## config.mk

```make
export PLATFORM = sky130hd
export DESIGN_NAME = mem_lsu
export DESIGN_NICKNAME = d
export VERILOG_FILES = /design/src/rtl/mem_lsu.sv
export SDC_FILE = /design/constraint.sdc
export NUM_CORES = 1
export LEC_CHECK = 0
export CORE_MARGIN = 3
export CORE_UTILIZATION = 52
export CTS_BUF_LIST = sky130_fd_sc_hd__clkbuf_16
export CTS_CLUSTER_SIZE = 28
export DETAILED_ROUTE_END_ITERATION = 10
export GPL_TIMING_DRIVEN = 1
export PLACE_DENSITY_LB_ADDON = 0.25
export SLEW_MARGIN = 20
export SYNTH_ARGS = -nofsm -noshare
export SYNTH_HDL_FRONTEND = slang
export SYNTH_SLANG_ARGS = --single-unit
export TNS_END_PERCENT = 50
```

## constraint.sdc

```tcl
create_clock -name iw_clk -period 6.1 [get_ports iw_clk]
set_clock_uncertainty 0.1 [all_clocks]
set_input_delay 0.915 -clock iw_clk [delete_from_list [all_inputs] [get_ports iw_clk]]
set_output_delay 0.915 -clock iw_clk [all_outputs]
set_load 0.02 [all_outputs]
```

## src/rtl/mem_lsu.sv

```systemverilog
// Load/store unit in front of the dual-port 24/48-bit memory: issues at most one access per cycle
// on the port opposite the current phase and returns in-order responses through a small FIFO.
`ifndef HBIT_ADDR
`define HBIT_ADDR 47
`endif

module mem_lsu #(
    parameter int MEM_WORDS = 4096,
    parameter int RSP_DEPTH = 4
) (
    input  logic                iw_clk,
    input  logic                iw_rst,
    input  logic                iw_req_valid,
    output logic                ow_req_ready,
    input  logic                iw_req_we,
    input  logic                iw_req_is48,
    input  logic [`HBIT_ADDR:0] iw_req_addr,
    input  logic [`HBIT_ADDR:0] iw_req_wdata,
    output logic                or_mem_we    [0:1],
    output logic [`HBIT_ADDR:0] or_mem_addr  [0:1],
    output logic [`HBIT_ADDR:0] or_mem_wdata [0:1],
    output logic                or_mem_is48  [0:1],
    input  logic [`HBIT_ADDR:0] iw_mem_rdata [0:1],
    output logic                ow_rsp_valid,
    input  logic                iw_rsp_ready,
    output logic [`HBIT_ADDR:0] ow_rsp_rdata,
    output logic                ow_rsp_we,
    output logic                ow_rsp_err
);
    localparam int AW = `HBIT_ADDR + 1;
    localparam int HW = AW / 2;
    localparam int PW = $clog2(RSP_DEPTH);
    localparam int CW = PW + 1;

    logic          r_mp;
    logic [CW-1:0] r_cnt;
    logic          r_s1_valid, r_s1_port, r_s1_we, r_s1_is48, r_s1_err;
    logic          r_s2_valid, r_s2_port, r_s2_we, r_s2_is48, r_s2_err;
    logic [CW-1:0] r_wr_ptr, r_rd_ptr;
    logic [AW-1:0] r_fifo_data [RSP_DEPTH];
    logic          r_fifo_we   [RSP_DEPTH];
    logic          r_fifo_err  [RSP_DEPTH];

    logic          w_fault, w_accept, w_issue, w_push, w_pop;
    logic          w_port_sel [0:1];
    logic [AW-1:0] w_rdata_sel, w_push_data;

    // Full-width compares so huge addresses never alias into the array
    assign w_fault      = (iw_req_addr >= AW'(MEM_WORDS)) ||
                          (iw_req_is48 && (iw_req_addr == AW'(MEM_WORDS - 1)));
    assign ow_req_ready = !iw_rst && (r_cnt < CW'(RSP_DEPTH));
    assign w_accept     = iw_req_valid && ow_req_ready;
    assign w_issue      = w_accept && !w_fault;
    assign ow_rsp_valid = (r_wr_ptr != r_rd_ptr);
    assign w_pop        = ow_rsp_valid && iw_rsp_ready;
    assign w_push       = r_s2_valid && !iw_rst;
    assign w_rdata_sel  = iw_mem_rdata[r_s2_port];

    generate
        for (genvar gi = 0; gi < 2; gi++) begin : g_port_sel
            // Next access lands on the port opposite the current phase
            assign w_port_sel[gi] = w_issue && (r_mp != 1'(gi));
        end
    endgenerate

    always_comb begin
        w_push_data = '0;
        if (!r_s2_we && !r_s2_err)
            w_push_data = r_s2_is48 ? w_rdata_sel : {{HW{1'b0}}, w_rdata_sel[HW-1:0]};
    end

    always_ff @(posedge iw_clk) begin
        if (iw_rst) begin
            r_mp       <= 1'b0;
            r_cnt      <= '0;
            r_s1_valid <= 1'b0;
            r_s2_valid <= 1'b0;
            r_wr_ptr   <= '0;
            r_rd_ptr   <= '0;
            for (int i = 0; i < 2; i++) begin
                or_mem_we[i]    <= 1'b0;
                or_mem_addr[i]  <= '0;
                or_mem_wdata[i] <= '0;
                or_mem_is48[i]  <= 1'b0;
            end
        end else begin
            r_mp       <= ~r_mp;
            r_cnt      <= r_cnt + CW'(w_accept) - CW'(w_pop);
            r_s1_valid <= w_accept;
            r_s1_port  <= ~r_mp;
            r_s1_we    <= iw_req_we;
            r_s1_is48  <= iw_req_is48;
            r_s1_err   <= w_fault;
            r_s2_valid <= r_s1_valid;
            r_s2_port  <= r_s1_port;
            r_s2_we    <= r_s1_we;
            r_s2_is48  <= r_s1_is48;
            r_s2_err   <= r_s1_err;
            if (w_push)
                r_wr_ptr <= r_wr_ptr + 1'b1;
            if (w_pop)
                r_rd_ptr <= r_rd_ptr + 1'b1;
            for (int i = 0; i < 2; i++) begin
                if (w_port_sel[i]) begin
                    or_mem_we[i]    <= iw_req_we;
                    or_mem_addr[i]  <= iw_req_addr;
                    or_mem_wdata[i] <= iw_req_wdata;
                    or_mem_is48[i]  <= iw_req_is48;
                end else begin
                    or_mem_we[i]    <= 1'b0;
                    or_mem_addr[i]  <= '0;
                    or_mem_wdata[i] <= '0;
                    or_mem_is48[i]  <= 1'b0;
                end
            end
        end
    end

    // Response storage; r_cnt guarantees a free slot for every push
    always_ff @(posedge iw_clk) begin
        if (w_push) begin
            r_fifo_data[r_wr_ptr[PW-1:0]] <= w_push_data;
            r_fifo_we[r_wr_ptr[PW-1:0]]   <= r_s2_we;
            r_fifo_err[r_wr_ptr[PW-1:0]]  <= r_s2_err;
        end
    end

    assign ow_rsp_rdata = r_fifo_data[r_rd_ptr[PW-1:0]];
    assign ow_rsp_we    = r_fifo_we[r_rd_ptr[PW-1:0]];
    assign ow_rsp_err   = r_fifo_err[r_rd_ptr[PW-1:0]];

endmodule

```

* Word level (Yosys, flattened, before mapping)
Memories as Yosys holds them, arrays and structs flattened. A register that Yosys moved wholly into a read port is not among the register bits.
Index checks and enable logic that the tools add are counted.
** Word-level totals
- Register bits :: 216
- Memory bits (writable) :: 200
- Output and inout bits :: 248
- Logic and storage cells :: 67
- Memories kept :: 3
** Memory list
- r_fifo_data :: words 4, bits a word 48, rd ports 1, clocked after Yosys merged registers in 1, wr ports 1, line 40 : logic [AW-1:0] r_fifo_data [RSP_DEPTH];
- r_fifo_err :: words 4, bits a word 1, rd ports 1, clocked after Yosys merged registers in 1, wr ports 1, line 42 : logic r_fifo_err [RSP_DEPTH];
- r_fifo_we :: words 4, bits a word 1, rd ports 1, clocked after Yosys merged registers in 1, wr ports 1, line 41 : logic r_fifo_we [RSP_DEPTH];
** Operators by class
- Add/subtract/negate cells :: 4
- $lt $le $gt $ge :: 3
- Equal/unequal tests :: 2
- Multiplexer cells :: 13
- Bitwise operators :: 4
- Reductions and logical operators :: 16
** Operators by type and width (count)
- 2-to-1 mux 48 bit :: 5
- == test 48 x 12 -> 1 bit, second input constant :: 1
- greater-or-equal comparator 48 x 13 -> 1 bit, second input constant :: 1
- 2-to-1 mux 2 bit :: 6
- logical AND 1 bit :: 9
- adder 3 x 1 -> 3 bit, second input constant :: 2
- zero test 1 bit :: 4
- OR reduction 2 bit :: 2
- adder 3 x 1 -> 3 bit :: 1
- less-than comparator 3 bit, second input constant :: 1
- != test 3 bit :: 1
- NOT 1 bit :: 3
- subtractor 3 x 1 -> 3 bit :: 1
- greater-or-equal comparator 2 bit, second input constant :: 1
- 2-to-1 mux 1 bit :: 2
- NOT 1 -> 2 bit :: 1
- logical OR 1 bit :: 1

* Depth between registers and ports, before layout
Gate-level depths: netlist (run 1).
- Depth in word-level cells :: 8
- Mapped depth :: 11
- Gate-level depth less buffers :: 10

* Worst setup path after synthesis (run 1)
OpenSTA, ideal clock, no wires.
- Path kind :: input-to-reg
- From :: input port iw_rst
- To :: memory r_fifo_data[0][0] in the netlist's numbering, enable pin
- Setup time :: 0.413 ns
- Data arrival time :: 2.648 ns
- Required time :: 5.587 ns
- Slack :: 2.939 ns
- Stages on the path :: 4
- Cells stage by stage :: clkbuf_1 > clkbuf_1 > nor2b_1 > and2_1
** Between the ends
- Word-level cells in the longest chain between the ends :: 4
** RTL lines
- from (decl) :: line 12 : input logic iw_rst,
- zero test 1 bit :: line 56 : assign w_push = r_s2_valid && !iw_rst;
- logical AND 1 bit :: line 56
- 2-to-1 mux 1 bit :: line 121 : if (w_push) begin
- 2-to-1 mux 1 bit (not written as such) :: line 122 : r_fifo_data[r_wr_ptr[PW-1:0]] <= w_push_data;
- to (decl) :: line 40
No other way between the ends.

==> results of run 1 <==
-- report_power, final --
group          total (mW)  internal, mW  switching (mW)
clock                2.40          1.39            1.01
sequential           3.10          3.00          0.0916
combinational        1.12         0.611           0.512
-- final cells by class --
type | instances | area (sq um) | area share
Tap cell | 396 | 495 | 0.0220
Multi-Input combinational cell | 667 | 5600 | 0.248
Timing Repair Buffer | 466 | 4630 | 0.206
Clock buffer | 44 | 1100 | 0.0489
Clock inverter | 32 | 198 | 0.00878
Sequential cell | 418 | 10500 | 0.464
Inverter | 9 | 33.8 | 0.00150
-- state kept, by name, indices dropped and copies added (netlist names), 2 cells and up, named ones only --
register      flops
or_mem_is48       2
r_wr_ptr          3
r_fifo_err        4
or_mem_we         2
r_fifo_data     192
or_mem_wdata     96
or_mem_addr      96
r_cnt             3
r_fifo_we         4
r_rd_ptr          3
-- layer usage --
metal | track usage | routed length (um)
met1 | 0.289 | 15600
met2 | 0.416 | 21400
met3 | 0.0706 | 3470
met4 | 0.0707 | 1110
met5 | 0 | 59
-- cells by family after synthesis --
family / Yosys count
AO/OA/AOI/OAI: 8
flip-flops: 418
adder cells (fa/ha/maj): 8
other: 1
buffers and inverters: 141
multiplexers: 99
AND/OR/NAND/NOR: 470
XOR/XNOR: 10
-- placed cells by master, fill, tap and decap left out, types with 7 or more instances in the layout --
master           netlist  routed
and3b_1               62      62
buf_4                  7      20
clkbuf_16              0      44
clkdlybuf4s50_1        0     444
clkinv_2               0       9
conb_1                 1      72
dfxtp_1              210     207
edfxtp_1             208     208
ha_1                   7       7
inv_1                  9      19
mux2i_1               49      49
mux4_2                50      50
nand4_1              129     129
nor2_1                58      58
nor3b_1               64      63
nor4_1                72      72
nor4_2                60      60
-- through the flow --
step | power [mW] | hold slack, ns
floorplan | 3.78 | 0.300
global placement | 4.27 | 0.301
detailed placement | 4.29 | 0.305
CTS | 6.68 | 0.318
global route | 6.87 | 0.312
finish | 6.62 | 0.317
-- critical path: cells and delay by family, from the launching register on --
kind     cells  cell delay (ns)
buf+inv      2             1.08
flops        1             0.76
mux          1             0.57
-- path summary, 6_finish.rpt --
path,end,slack [ns],cells after the start
min,r_s2_err$_DFFE_PN_,0.32,0
max,ow_rsp_rdata[18],2.14,3
min reg2reg,r_s2_err$_DFFE_PN_,0.32,0
max reg2reg,or_mem_wdata[87]$_SDFF_PP0_,3.72,5
==> flow_metrics.py, run 1 <==
metrics = {
    "status": {
        "status": "finished clean",
    },
    "sta": {
        "finalWorstSetupSlack_ns": 2.14,
        "rsz0062_at_grt": "no",
        "final-hold-violation-count": 0,
        "fin_setup_tns_ns": 0,
        "slew_viol_final": 0,
        "period_share": 0.649,
        "min_period_ns": 3.96,
        "relSlewSlack": 0.272,
        "finalSetupViolCount": 0,
        "worstMarginPinSlew_ns": 1.09,
        "fmax_mhz": 252,
    },
    "cts": {
        "cts-root-buf": "clkbuf_16",
        "htree_levels": 2,
        "cts_buffers": 42,
        "post_cts_buffers": 0,
        "cts.reportedPaths.clkPinSlew_ns": 0.06,
        "cts.repair.resized": 0,
        "clock_latency_ns": 0.51,
        "clock_path_buffers": 3,
        "cts_tree": "built",
        "cts.sinks": 418,
        "holdBufCountCts": 0,
    },
    "critical_path": {
        "path_class": "reg -> out",
        "cp.required_ns": 5.08,
        "end_kind": "primary output",
        "path_cells": "buf_4 > mux4_2 > clkdlybuf4s50_1",
        "critPathMaxStageDelay_ns": 0.76,
        "arrival_ns": 2.95,
        "r2r_start": "r_cnt[2]$_SDFF_PP0_",
        "slowest_stage": "dfxtp_4",
        "cp-start-kind": "flop",
        "crit_fanout": 31,
    },
    "logic_synthesis": {
        "synth-edff-count": 208,
        "synth-simple-area-share": 0.210,
        "synthMuxAreaShare": 0.0988,
        "synth-compound-area-share": 0.00298,
        "synth.top_cell.area_share": 0.382,
        "yosysWarnings": 0,
        "ys.flop_type": "dfxtp_1",
        "synth_cell_types": 35,
        "synth_top_family_by_area": "simple AND/OR/NAND/NOR gates",
        "synth-xor-area-share": 0.00535,
        "ys_seq_elements": 418,
        "async_flop_share": 0,
        "yosysMostFrequentCell": "dfxtp_1",
        "yosys.area.top_type": "edfxtp_1",
        "avgSynthCellArea_sq_um": 14.2,
        "synth-adder-area-share": 0.00658,
        "synth_cells": 1155,
        "syn-cell-area_sq_um": 16400,
        "yosysSeqAreaShare": 0.639,
        "synth_area_leaders": "edfxtp_1 (38%), dfxtp_1 (26%), mux4_2 (6.9%)",
        "yosys-top-cells-count": "dfxtp_1 (210), edfxtp_1 (208), nand4_1 (129), clkbuf_1 (78), nor4_1 (72)",
    },
    "final_layout": {
        "area_growth_pct": 37.6,
        "final_nets": 1810,
        "diodes": 0,
        "fin_cells": 2032,
        "fillers": 2030,
        "fin_util": 0.730,
        "drive_above_1_share": 0.125,
        "finalInstanceArea_sq_um": 22500,
    },
    "route": {
        "dr.pass1.iters": 5,
        "ant_nets": 0,
        "post-route-drc-count": 0,
        "drt_iter0_drc": 777,
        "wirelength_um": 41600,
        "wl_per_cell_um": 20.5,
        "via_per_inst": 5.62,
        "vias": 11400,
    },
    "place": {
        "placed_area_sq_um": 21200,
        "dp.cells": 1955,
        "numPortBuffers": 445,
        "hpwlAfterDp_um": 26500,
        "dpl_worst_slack_ns": 2.60,
        "finalWeightedCongestion": 0.796,
    },
    "pwr": {
        "irDropWorstVdd_mv": 0.271,
        "leakagePower_nw": 7.81,
        "power_density_nw_per_um2": 294,
    },
    "floorplan": {
        "die_x_um": 183,
        "coreArea_sq_um": 30800,
        "fp-row-count": 64,
        "start_util": 0.531,
        "die_y_um": 183,
        "die_area_sq_um": 33600,
        "io_pins": 446,
    },
    "grt": {
        "grt_pass1_wl_um": 63600,
        "antenna_found_initial": 4,
        "globalRoute.totalOverflow": 0,
        "grt_max_degree": 127,
        "grt_pass1_vias": 11200,
        "grt.total_usage": 0.239,
    },
    "min_path": {
        "hold_class": "reg -> reg",
        "worstHoldStart": "r_s1_err$_DFFE_PN_",
    },
    "flow_run": {
        "max_cap_violations": 0,
    },
}
No activity file was read; power rests on OpenSTA's default activity.
==> run 2: changes to the inputs <==
Settings changed: CORE_UTILIZATION 52 to 44.
Clock period 6.1 ns to 3.36 ns, I/O delays scaled along.
==> run 2 against run 1 <==
Against the previous run:
- global-route usage fell by 3.0 points
- via count rose by 0.14%
- worst setup slack got worse by 1.9 ns
- register-to-register slack got worse by 2.7 ns
- combinational power rose by 94%
- die area rose by 18%
- cell count rose by 3.8%
- critical path depth did not move
- clock power rose by 83%
- critical endpoint is now ow_rsp_rdata[39]
- highest routed layer unchanged
==> flow_metrics.py, run 2 (synthesized netlist as in run 1, its figures left out) <==
metrics = {
    "status": {
        "status": "finished clean",
    },
    "route": {
        "via_per_inst": 5.42,
        "vias": 11400,
        "drt_iter0_drc": 611,
        "wirelength_um": 43200,
        "wl_per_cell_um": 20.5,
        "ant_nets": 0,
        "dr.pass1.iters": 5,
        "post-route-drc-count": 0,
    },
    "final_layout": {
        "mostFrequentLayoutCell": "clkdlybuf4s50_1",
        "multi_input_area_sq_um": 5600,
        "fin_cells": 2109,
        "area_growth_pct": 39.5,
        "drive_above_1_share": 0.128,
        "final_cell_mix": "clkdlybuf4s50_1 (444), edfxtp_1 (208), dfxtp_1 (207), nand4_1 (129)",
        "final_nets": 1821,
        "largest_reg_flops": 192,
        "register_area_sq_um": 10500,
        "fillers": 2786,
    },
    "floorplan": {
        "die_x_um": 199,
        "io_pins": 446,
        "die_area_sq_um": 39500,
        "die_y_um": 199,
        "coreArea_sq_um": 36100,
        "fp-row-count": 69,
        "start_util": 0.453,
    },
    "sta": {
        "fin_setup_tns_ns": 0,
        "worstMarginPinSlew_ns": 0.989,
        "rsz0062_at_grt": "no",
        "final-hold-violation-count": 0,
        "relSlewSlack": 0.341,
        "slew_viol_final": 0,
        "holdWs_ns": 0.314,
        "finalSetupViolCount": 0,
        "fmax_mhz": 323,
        "period_share": 0.921,
        "min_period_ns": 3.09,
    },
    "pwr": {
        "power_density_nw_per_um2": 532,
        "leakagePower_nw": 7.88,
        "irDropWorstVdd_mv": 0.343,
    },
    "grt": {
        "grt_pass1_vias": 11400,
        "grt_pass1_wl_um": 65300,
        "globalRoute.totalOverflow": 0,
        "grt_max_degree": 127,
        "antenna_found_initial": 2,
        "grt.total_usage": 0.209,
    },
    "critical_path": {
        "arrival_ns": 2.49,
        "r2r_setup_slack_ns": 1.00,
        "rr_worst_depth": 10,
        "crit_fanout": 18,
        "end_kind": "primary output",
        "cp.required_ns": 2.76,
        "r2r_end": "r_cnt[2]$_SDFF_PP0_",
        "r2r_start": "r_wr_ptr[0]$_SDFFE_PP0P_",
        "path_class": "reg -> out",
        "setup.worst_path.end": "ow_rsp_rdata[39]",
        "cp-start-kind": "flop",
    },
    "place": {
        "finalWeightedCongestion": 0.811,
        "numPortBuffers": 445,
        "hpwlAfterDp_um": 28100,
        "dp.cells": 2029,
    },
    "cts": {
        "cts_buffers": 44,
        "clock_latency_ns": 0.52,
        "clock_path_buffers": 3,
        "cts.sinks": 418,
        "htree_levels": 2,
        "holdBufCountCts": 0,
        "cts.reportedPaths.clkPinSlew_ns": 0.06,
        "post_cts_buffers": 0,
        "cts_tree": "built",
        "cts.repair.resized": 0,
        "cts-root-buf": "clkbuf_16",
    },
    "flow_run": {
        "max_cap_violations": 0,
    },
    "min_path": {
        "hold_class": "reg -> reg",
    },
}
## run 2: where the power goes
part / switching (mW) / total, mW / internal (mW)
Combinational: 0.989 / 2.17 / 1.18
Sequential: 0.130 / 5.58 / 5.45
Clock: 1.88 / 4.40 / 2.53
Total: 3.00 / 12.2 / 9.16
## run 2: area by class of cell
| cell class | count | share of cell area |
|---|---|---|
| Sequential cell | 418 | 0.458 |
| Tap cell | 461 | 0.0253 |
| Antenna cell | 1 | 0.000110 |
| Multi-Input combinational cell | 667 | 0.245 |
| Clock buffer | 44 | 0.0482 |
| Inverter | 9 | 0.00148 |
| Timing Repair Buffer | 475 | 0.212 |
| Clock inverter | 34 | 0.00932 |
## run 2: metrics by stage
| stage | area (sq um) | utilization | worst slack (ns) | power [mW] |
|---|---|---|---|---|
| after global routing | 22800 | 0.633 | 0.130 | 12.7 |
| after CTS | 22800 | 0.632 | 0.191 | 12.3 |
| after global placement | 21500 | 0.595 | 0.471 | 7.86 |
| after detailed placement | 21500 | 0.595 | 0.535 | 7.89 |
| after floorplan | 16600 | - | 0.610 | 6.87 |
| final | 22800 | 0.633 | 0.266 | 12.2 |
## run 2: worst min path at each step
stage / startpoint / end / slack, ns / cells past startpoint
final: r_s1_is48$_DFFE_PN_ / r_s2_is48$_DFFE_PN_ / 0.31 / 0
after global routing: r_s1_is48$_DFFE_PN_ / r_s2_is48$_DFFE_PN_ / 0.31 / 0
after CTS: iw_rst / r_wr_ptr[0]$_SDFFE_PP0P_ / 0.30 / 2
after detailed placement: r_s1_is48$_DFFE_PN_ / r_s2_is48$_DFFE_PN_ / 0.31 / 0
after global placement: r_s1_port$_DFFE_PN_ / r_s2_port$_DFFE_PN_ / 0.30 / 0
after floorplan: r_s1_err$_DFFE_PN_ / r_s2_err$_DFFE_PN_ / 0.30 / 0
## run 2: worst max-delay path, stage by stage (launching register included)
cell	delay, ns
dfxtp_4	0.60
buf_4	0.26
mux4_2	0.53
clkdlybuf4s50_1	0.56
## run 2: layer usage
metal  GRT usage  part of all wire
met2       0.339              0.48
met1       0.267              0.39
met4      0.0531             0.022
met3      0.0769              0.10
met5           0           0.00030
